## src/rtl/spi_regbank_peripheral.sv

```systemverilog
// spi_regbank_peripheral: SPI mode-0 slave that writes and reads back a bank of control registers.
// Ports: clk/rst_n (async active-low reset); sclk/copi/ncs (asynchronous SPI pins);
//        cipo/cipo_oe (read data and pad enable); regs_flat (register i at [i*DATA_W +: DATA_W]);
//        wr_strobe (one-cycle pulse per committed write); wr_addr (address of last committed write).
module spi_regbank_peripheral #(
    parameter int DATA_W      = 8,
    parameter int ADDR_W      = 7,
    parameter int NUM_REGS    = 5,
    parameter int SYNC_STAGES = 2
) (
    input  logic                       clk,
    input  logic                       rst_n,
    input  logic                       sclk,
    input  logic                       copi,
    input  logic                       ncs,
    output logic                       cipo,
    output logic                       cipo_oe,
    output logic [NUM_REGS*DATA_W-1:0] regs_flat,
    output logic                       wr_strobe,
    output logic [ADDR_W-1:0]          wr_addr
);
    localparam int FRAME_LEN = 1 + ADDR_W + DATA_W;
    localparam int CNT_W     = $clog2(FRAME_LEN + 2);

    typedef enum logic {IDLE, ACTIVE} state_t;

    logic [SYNC_STAGES-1:0]     sclk_sync_q, sclk_sync_d, copi_sync_q, copi_sync_d, ncs_sync_q, ncs_sync_d;
    logic                       sclk_hist_q, sclk_hist_d, ncs_hist_q, ncs_hist_d;
    logic [SYNC_STAGES:0]       ncs_vld_q, ncs_vld_d;
    logic                       sclk_rise_q, sclk_rise_d, sclk_fall_q, sclk_fall_d;
    logic                       ncs_rise_q, ncs_rise_d, ncs_fall_q, ncs_fall_d;
    logic                       copi_bit_q, copi_bit_d;
    state_t                     state_q, state_d;
    logic [CNT_W-1:0]           cnt_q, cnt_d;
    logic [FRAME_LEN-1:0]       sh_q, sh_d;
    logic [DATA_W-1:0]          rd_q, rd_d;
    logic                       cipo_oe_q, cipo_oe_d;
    logic [NUM_REGS*DATA_W-1:0] regs_q, regs_d;
    logic                       wr_strobe_q, wr_strobe_d;
    logic [ADDR_W-1:0]          wr_addr_q, wr_addr_d;
    logic [ADDR_W-1:0]          fr_addr, rd_addr;
    logic                       commit, rd_load, rd_hit;

    // Edges are registered once more so every pin-driven action lands SYNC_STAGES+1 edges after sampling.
    // ncs_vld masks ncs edges until the history flop holds a real sample, so the reset value of the
    // synchroniser cannot fake a falling edge when ncs is already low at reset release.
    always_comb begin
        sclk_sync_d = {sclk_sync_q[SYNC_STAGES-2:0], sclk};
        copi_sync_d = {copi_sync_q[SYNC_STAGES-2:0], copi};
        ncs_sync_d  = {ncs_sync_q[SYNC_STAGES-2:0], ncs};
        sclk_hist_d = sclk_sync_q[SYNC_STAGES-1];
        ncs_hist_d  = ncs_sync_q[SYNC_STAGES-1];
        ncs_vld_d   = {ncs_vld_q[SYNC_STAGES-1:0], 1'b1};
        sclk_rise_d = sclk_sync_q[SYNC_STAGES-1] & ~sclk_hist_q;
        sclk_fall_d = ~sclk_sync_q[SYNC_STAGES-1] & sclk_hist_q;
        ncs_rise_d  = ncs_vld_q[SYNC_STAGES] & ncs_sync_q[SYNC_STAGES-1] & ~ncs_hist_q;
        ncs_fall_d  = ncs_vld_q[SYNC_STAGES] & ~ncs_sync_q[SYNC_STAGES-1] & ncs_hist_q;
        copi_bit_d  = copi_sync_q[SYNC_STAGES-1];
    end

    assign fr_addr = sh_q[DATA_W +: ADDR_W];
    assign rd_addr = sh_q[ADDR_W-1:0];
    assign commit  = cnt_q == CNT_W'(FRAME_LEN) && sh_q[FRAME_LEN-1]
                     && {1'b0, fr_addr} < (ADDR_W+1)'(NUM_REGS);
    assign rd_hit  = {1'b0, rd_addr} < (ADDR_W+1)'(NUM_REGS);
    assign rd_load = cnt_q == CNT_W'(1 + ADDR_W) && !sh_q[ADDR_W] && !cipo_oe_q;

    // An ncs rising edge takes priority over any sclk edge seen in the same cycle.
    always_comb begin
        state_d     = state_q;
        cnt_d       = cnt_q;
        sh_d        = sh_q;
        rd_d        = rd_q;
        cipo_oe_d   = cipo_oe_q;
        regs_d      = regs_q;
        wr_strobe_d = 1'b0;
        wr_addr_d   = wr_addr_q;
        if (state_q == IDLE) begin
            if (ncs_fall_q) begin
                state_d = ACTIVE;
                cnt_d   = '0;
                sh_d    = '0;
            end
        end else if (ncs_rise_q) begin
            state_d   = IDLE;
            cipo_oe_d = 1'b0;
            rd_d      = '0;
            if (commit) begin
                regs_d[fr_addr*DATA_W +: DATA_W] = sh_q[DATA_W-1:0];
                wr_strobe_d = 1'b1;
                wr_addr_d   = fr_addr;
            end
        end else begin
            if (sclk_rise_q) begin
                sh_d  = {sh_q[FRAME_LEN-2:0], copi_bit_q};
                cnt_d = cnt_q == CNT_W'(FRAME_LEN + 1) ? cnt_q : cnt_q + 1'b1;
            end
            if (sclk_fall_q) begin
                rd_d      = rd_load ? (rd_hit ? regs_q[rd_addr*DATA_W +: DATA_W] : '0) : {rd_q[DATA_W-2:0], 1'b0};
                cipo_oe_d = cipo_oe_q | rd_load;
            end
        end
    end

    always_ff @(posedge clk or negedge rst_n) begin
        if (!rst_n) begin
            sclk_sync_q <= '0;
            copi_sync_q <= '0;
            ncs_sync_q  <= '1;
            sclk_hist_q <= 1'b0;
            ncs_hist_q  <= 1'b1;
            ncs_vld_q   <= '0;
            sclk_rise_q <= 1'b0;
            sclk_fall_q <= 1'b0;
            ncs_rise_q  <= 1'b0;
            ncs_fall_q  <= 1'b0;
            copi_bit_q  <= 1'b0;
            state_q     <= IDLE;
            cnt_q       <= '0;
            sh_q        <= '0;
            rd_q        <= '0;
            cipo_oe_q   <= 1'b0;
            regs_q      <= '0;
            wr_strobe_q <= 1'b0;
            wr_addr_q   <= '0;
        end else begin
            sclk_sync_q <= sclk_sync_d;
            copi_sync_q <= copi_sync_d;
            ncs_sync_q  <= ncs_sync_d;
            sclk_hist_q <= sclk_hist_d;
            ncs_hist_q  <= ncs_hist_d;
            ncs_vld_q   <= ncs_vld_d;
            sclk_rise_q <= sclk_rise_d;
            sclk_fall_q <= sclk_fall_d;
            ncs_rise_q  <= ncs_rise_d;
            ncs_fall_q  <= ncs_fall_d;
            copi_bit_q  <= copi_bit_d;
            state_q     <= state_d;
            cnt_q       <= cnt_d;
            sh_q        <= sh_d;
            rd_q        <= rd_d;
            cipo_oe_q   <= cipo_oe_d;
            regs_q      <= regs_d;
            wr_strobe_q <= wr_strobe_d;
            wr_addr_q   <= wr_addr_d;
        end
    end

    assign cipo      = cipo_oe_q & rd_q[DATA_W-1];
    assign cipo_oe   = cipo_oe_q;
    assign regs_flat = regs_q;
    assign wr_strobe = wr_strobe_q;
    assign wr_addr   = wr_addr_q;
endmodule

```

## config.mk

```make
export PLATFORM = sky130hd
export DESIGN_NAME = spi_regbank_peripheral
export DESIGN_NICKNAME = d
export VERILOG_FILES = /design/src/rtl/spi_regbank_peripheral.sv
export SDC_FILE = /design/constraint.sdc
export NUM_CORES = 1
export LEC_CHECK = 0
export ABC_AREA = 0
export ABC_CLOCK_PERIOD_IN_PS = 2350
export CAP_MARGIN = 20
export CORE_ASPECT_RATIO = 1.2
export CORE_MARGIN = 10
export CORE_UTILIZATION = 57
export DETAILED_ROUTE_END_ITERATION = 6
export DONT_BUFFER_PORTS = 1
export HOLD_SLACK_MARGIN = 0.08
export PLACE_DENSITY = 0.85
export SLEW_MARGIN = 0
export SYNTH_ARGS = -nofsm -noshare
export SYNTH_HDL_FRONTEND = slang
export SYNTH_SLANG_ARGS = --single-unit
```

## constraint.sdc

```tcl
create_clock -name clk -period 2.35 [get_ports clk]
set_input_delay 0.3525 -clock clk [delete_from_list [all_inputs] [get_ports clk]]
set_output_delay 0.3525 -clock clk [all_outputs]
set_load 0.05 [all_outputs]
```

==> results of run 1 <==
==> power by group <==
group	leakage (nW)	switching, W	total [W]	internal [W]
clock network	0.0829	0.000572	0.000962	0.000390
registers	1.29	0.0000808	0.00177	0.00169
logic	0.794	0.000147	0.000257	0.000110
total	2.17	0.000800	0.00299	0.00219
==> Yosys cell counts (all sizes together), types with 2 or more instances <==
| library cell | instances |
|---|---|
| and3b | 3 |
| xnor2 | 3 |
| o21ai | 31 |
| nand3b | 3 |
| a22oi | 7 |
| dfstp | 3 |
| mux2i | 8 |
| or2 | 2 |
| nor2 | 12 |
| inv | 8 |
| nor4b | 2 |
| nand4 | 2 |
| dfrtp | 92 |
| nor3 | 6 |
| o2111ai | 3 |
| mux2 | 43 |
| nor4 | 3 |
| nor2b | 10 |
| clkbuf | 12 |
| nor3b | 2 |
| xor2 | 4 |
| buf | 5 |
| ha | 5 |
| mux4 | 8 |
| nand2 | 43 |
| and2 | 3 |
==> per-stage QoR <==
step	setup slack (ns)	TNS [ns]	hold WS [ns]	instances
finish	-0.0758	-0.719	-0.332	442
global route	-0.200	-4.22	-0.341	442
CTS	-0.0269	-0.162	-0.336	439
detailed placement	-0.131	-1.61	0.0619	420
global placement	0.0345	0	0.0618	420
floorplan	0.0252	0	0.0569	334
==> cells by family (layout without fill, tap and decap cells) <==
logic type | after synthesis | count (layout) | synth area share
other | 1 | 1 | 0.000899
adders and majority gates | 5 | 5 | 0.0150
and+or+nand+nor | 96 | 96 | 0.126
buffers and inverters | 25 | 43 | 0.0276
DFF | 95 | 95 | 0.571
xor gates and xnor gates | 7 | 7 | 0.0147
AOI/OAI and AO/OA | 46 | 46 | 0.0666
muxes | 59 | 59 | 0.178
==> routing by layer <==
layer	vias up	part of all wire	track usage
met1	1339	0.40	0.190
met5	-	0	0
met2	76	0.51	0.246
met3	14	0.080	0.0544
met4	0	0.018	0.0660
li1	1203	-	-
==> layout make-up <==
type | count | area [um2]
Clock buffer | 10 | 128
Clock inverter | 6 | 46.3
Fill cell | 496 | 2570
Inverter | 8 | 30.0
Multi-Input combinational cell | 214 | 1760
Sequential cell | 95 | 2380
Tap cell | 90 | 113
Timing Repair Buffer | 19 | 165
==> worst register-to-register path, stage by stage (launching register included) <==
cell and delay, ns:
dfrtp_1 0.41, nor3_4 0.26, nand2_2 0.10, nor2_2 0.09, ha_1 0.26, nor4b_2 0.30
o2111ai_1 0.16, o21ai_1 0.15, nand3_4 0.22, mux2_4 0.36
==> timing repair <==
| action | in CTS | in global routing |
|---|---|---|
| endpoints found under the hold margin | 98 | 95 |
| setup endpoints to repair | 33 | 40 |
| resized for setup | 7 | 16 |
| pin swaps | 3 | 9 |
| setup buffers | 0 | 3 |
==> final timing paths <==
path | endpoint | slack (ns)
hold reg to reg | ncs_vld_q[1] | 0.35
hold / removal | regs_flat[7] | -0.33
setup / recovery | regs_flat[5] | -0.08
setup reg to reg | regs_flat[5] | -0.08
min in group clk | ncs_vld_q[1] | 0.35
max in group asynchronous | ncs_sync_q[0] | 2.47
==> registers in the layout, indices dropped and copies added, names as in the netlist, 2 cells and up <==
register and count:
regs_flat 40, ncs_sync_q 2, sh_q 16, cnt_q 5, copi_sync_q 2, sclk_sync_q 2
rd_q 8, ncs_vld_q 3, wr_addr 7
==> cell usage in the layout, fill, tap and decap left out, drive strengths merged, types with 2 or more instances in the layout <==
master       synthesis  layout
clkbuf              12      10
nor2                12      12
o21ai               31      31
xor2                 4       4
nor2b               10      10
clkinv               0       3
mux4                 8       8
or2                  2       2
nor3b                2       2
buf                  5      16
nor4b                2       2
nand3b               3       3
mux2i                8       8
inv                  8       9
a22oi                7       7
nor4                 3       3
dfstp                3       3
mux2                43      43
clkinvlp             0       2
nor3                 6       6
dlygate4sd3          0       3
ha                   5       5
and2                 3       3
dfrtp               92      92
o2111ai              3       3
nand2               43      43
nand4                2       2
xnor2                3       3
and3b                3       3
==> results.txt, run 1 <==
Setup Crit Path Kind -> flop to flop
buffers from clock root to sink, at most -> 2
failing checks -> negative hold slack, negative setup slack
Hold Worst Slack -> -0.332 ns
Die Area -> 0.0112 mm2
sequential share of the synthesized area -> 0.571
max-cap viol count -> 0
final setup margin -> -0.0758 ns
unrepaired setup endpoints after global routing -> true
worst vdd rail ir drop -> 0.550 mV
top cell type's share of synthesized area -> 0.552
FF-to-FF path depth -> 9
CTS tree -> yes
RR Startpoint -> sh_q[10]
die width -> 98.1 um
total power -> 0.00299 W
crit-path max cell delay -> 0.41 ns
H-tree depth -> 3
post-synth cell types -> 44
drt via density -> 5.95
crit-path cells -> nor3_4 -> nand2_2 -> nor2_2 -> ha_1 -> nor4b_2 -> o2111ai_1 -> o21ai_1 -> nand3_4 -> mux2_4
Crit path depth -> 9
Slew headroom -> 0.503
mean post-synth cell area -> 12.5 um2
Initial Util -> 0.580
final clock skew -> 0.0141 ns
final setup fails -> 23
Worst Hold Class -> input pin to async pin
delay-heaviest family, CP -> simple AND/OR/NAND/NOR gates
Placed Instance Area -> 0.00430 mm2
clock sink count -> 95
Reg clk slew, reported paths -> 0.10 ns
design area -> 0.00462 mm2
WP data required -> 2.60 ns
Die Span Y -> 114 um
gpl congestion -> 0.828
DRT iter0 DRCs -> 215
Post-Syn Instances -> 334
crit path capture type -> flop
Syn Nets -> 344
WL per Instance -> 19.7 um
crit path buf inv count -> 0
crit path from -> sh_q[10]
n_diodes -> 0
Hold Vio Cnt, Final -> 95
Clock Latency Late Sink -> 0.37 ns
Post-Route WL -> 8.72 mm
Final period util -> 1.03
IO Pins -> 55
Util after Layout -> 0.643
Post-synth EDFFs -> 0
core box area -> 0.00719 mm2
DRC viols -> 0
DRT Pass-1 Iters -> 4
largest net degree at the start of global routing -> 96
Overflow after GRT -> 0
CP max-delay cell -> dfrtp_1
Detailed Place HPWL -> 5.96 mm
Worst Max-Slew Pin Slew -> 0.744 ns
hold buffers post-CTS -> 3
Vias -> 2632
total clock buffers created by CTS -> 9
Area Growth Syn to Fin -> 10.7%
#FFs+latches synth -> 95
initial antenna violation count -> 0
area leader, netlist -> dfrtp_1
layout cells sized above 1 -> 0.295
Final ANT Viol Nets -> 0
Max Slew Vio Count -> 0
crit start category -> flop
row cnt -> 34
Pleak -> 2.17 nW
synth top area cells -> dfrtp_1 55%, mux2_2 12%, mux4_2 4.3%
fmax -> 412 MHz
Total Nets Final -> 357
Cell Area, Synth -> 0.00417 mm2
clk root buf -> clkbuf_8
vias in the first global route -> 2674
first-pass GRT wire length -> 14.2 mm
run status -> complete, but fails checks
critical path fanouts, max -> 8
total track usage -> 0.156
Top FF cell, synth -> dfrtp_1
PD cells -> 647 mW/mm2
Post-synth ARST share -> 1.00
WP data arrival -> 2.68 ns
Final min period -> 2.43 ns
port bufs -> 0
Syn. warnings -> 0
No activity file was read; power rests on OpenSTA's default activity.
==> run 2, diff against run 1 <==
GPL_TIMING_DRIVEN = 0   (was not set)
==> results.txt, run 2 (synthesized netlist as in run 1, its figures left out) <==
WL per Instance -> 20.1 um
DRT iter0 DRCs -> 181
Worst Hold Class -> input pin to async pin
Slew headroom -> 0.585
Overflow after GRT -> 0
WP data required -> 2.60 ns
Reg clk slew, reported paths -> 0.10 ns
run status -> complete, but fails checks
Final min period -> 2.42 ns
Placed Instance Area -> 0.00429 mm2
Die Area -> 0.0112 mm2
final clock skew -> 0.0118 ns
largest net degree at the start of global routing -> 96
gpl congestion -> 0.790
vias in the first global route -> 2748
clk root buf -> clkbuf_8
Hold Worst Slack -> -0.326 ns
max-cap viol count -> 0
first-pass GRT wire length -> 14.8 mm
total clock buffers created by CTS -> 9
Final period util -> 1.03
die width -> 98.1 um
PD cells -> 627 mW/mm2
IO Pins -> 55
Initial Util -> 0.580
unrepaired setup endpoints after global routing -> true
Total Nets Final -> 376
final setup margin -> -0.0714 ns
critical path fanouts, max -> 8
WP data arrival -> 2.67 ns
initial antenna violation count -> 0
Detailed Place HPWL -> 6.12 mm
Die Span Y -> 114 um
n_diodes -> 0
final setup fails -> 30
Clock Latency Late Sink -> 0.37 ns
DRC viols -> 0
setup tns final -> -0.885 ns
fmax -> 413 MHz
failing checks -> negative hold slack, negative setup slack
FF-to-FF path depth -> 11
drt via density -> 6.03
Final ANT Viol Nets -> 0
commonest non-fill, non-tap cells in the layout -> 91 x dfrtp_1, 41 x nand2_1, 40 x mux2_2
crit start category -> flop
design area -> 0.00480 mm2
Setup Crit Path Kind -> flop to flop
Area Growth Syn to Fin -> 14.9%
Max Slew Vio Count -> 0
row cnt -> 34
hold buffers post-CTS -> 3
clock sink count -> 95
Util after Layout -> 0.667
port bufs -> 0
total track usage -> 0.163
layout cells sized above 1 -> 0.310
Worst Max-Slew Pin Slew -> 0.619 ns
H-tree depth -> 3
Hold Vio Cnt, Final -> 95
crit path capture type -> flop
worst vdd rail ir drop -> 0.501 mV
Pleak -> 2.28 nW
most common cell after layout, fill and taps aside -> dfrtp_1
DRT Pass-1 Iters -> 4
buffers from clock root to sink, at most -> 2
Post-Route WL -> 9.28 mm
Vias -> 2778
max reg flops -> 40
core box area -> 0.00719 mm2
CTS tree -> yes
-- run 2: cell types whose count changed in the layout (fill, tap and decap cells not counted), moves of 2 or more --
| cell | previous run | this run |
|---|---|---|
| inv_2 | 2 | 0 |
| clkbuf_1 | 1 | 13 |
| buf_4 | 12 | 17 |
| clkinv_4 | 2 | 0 |
-- run 2: routing by layer --
layer / share of wire / routed length (um) / track usage
met5: 0 / 0 / 0
met4: 0.012 / 114 / 0.0718
met3: 0.078 / 725 / 0.0508
met2: 0.54 / 4970 / 0.279
met1: 0.37 / 3470 / 0.184
-- run 2: final timing paths --
kind,start,end,slack (ns)
max in group asynchronous,rst_n,ncs_sync_q[1],2.48
worst max-delay path,sh_q[10],regs_flat[13],-0.07
worst min-delay path,rst_n,regs_flat[7],-0.33
min in group clk,copi_sync_q[0],copi_sync_q[1],0.35
worst max register to register,sh_q[10],regs_flat[13],-0.07
worst min register to register,copi_sync_q[0],copi_sync_q[1],0.35
-- run 2: repair_timing --
action                                 in CTS  in global routing
endpoints found under the hold margin      98                 95
pin swaps                                   8                  8
setup buffers                              12                  6
setup endpoints to repair                  40                 40
gates resized for setup                    23                 12
gates cloned                                0                  0
-- run 2: layout make-up --
| cell class | count | area [um2] |
|---|---|---|
| timing repair buffer | 21 | 169 |
| multi-input combinational | 214 | 1830 |
| inverter | 8 | 32.5 |
| tap | 90 | 113 |
| fill | 482 | 2390 |
| sequential | 95 | 2380 |
| clock buffer | 10 | 128 |
| clock inverter | 6 | 45.0 |
| buffer | 17 | 95.1 |
-- run 2: critical path, cell delays in order, from the launching register on --
cell and delay, ns:
dfrtp_1 0.41, buf_6 0.13, nor3_4 0.20, nand2_2 0.11, nor2_4 0.10, ha_4 0.15, nor2b_4 0.13, nand4b_1 0.13
buf_6 0.17, nor3_4 0.16, nand4_4 0.25, mux2_4 0.36
-- run 2: metrics by stage --
stage	std cells	power (W)	hold slack (ns)	worst slack (ns)
floorplan	334	0.00199	0.0569	0.0252
global placement	424	0.00206	0.0616	-0.269
detailed placement	424	0.00207	0.0618	-0.380
CTS	455	0.00301	-0.336	-0.0378
global route	461	0.00314	-0.347	-0.167
finish	461	0.00301	-0.326	-0.0714
-- run 2: where the power goes --
group / internal (W) / switching [W] / leakage [nW]
clock: 0.000390 / 0.000575 / 0.0793
sequential: 0.00169 / 0.0000519 / 1.29
combinational: 0.000113 / 0.000188 / 0.911
total: 0.00219 / 0.000815 / 2.28
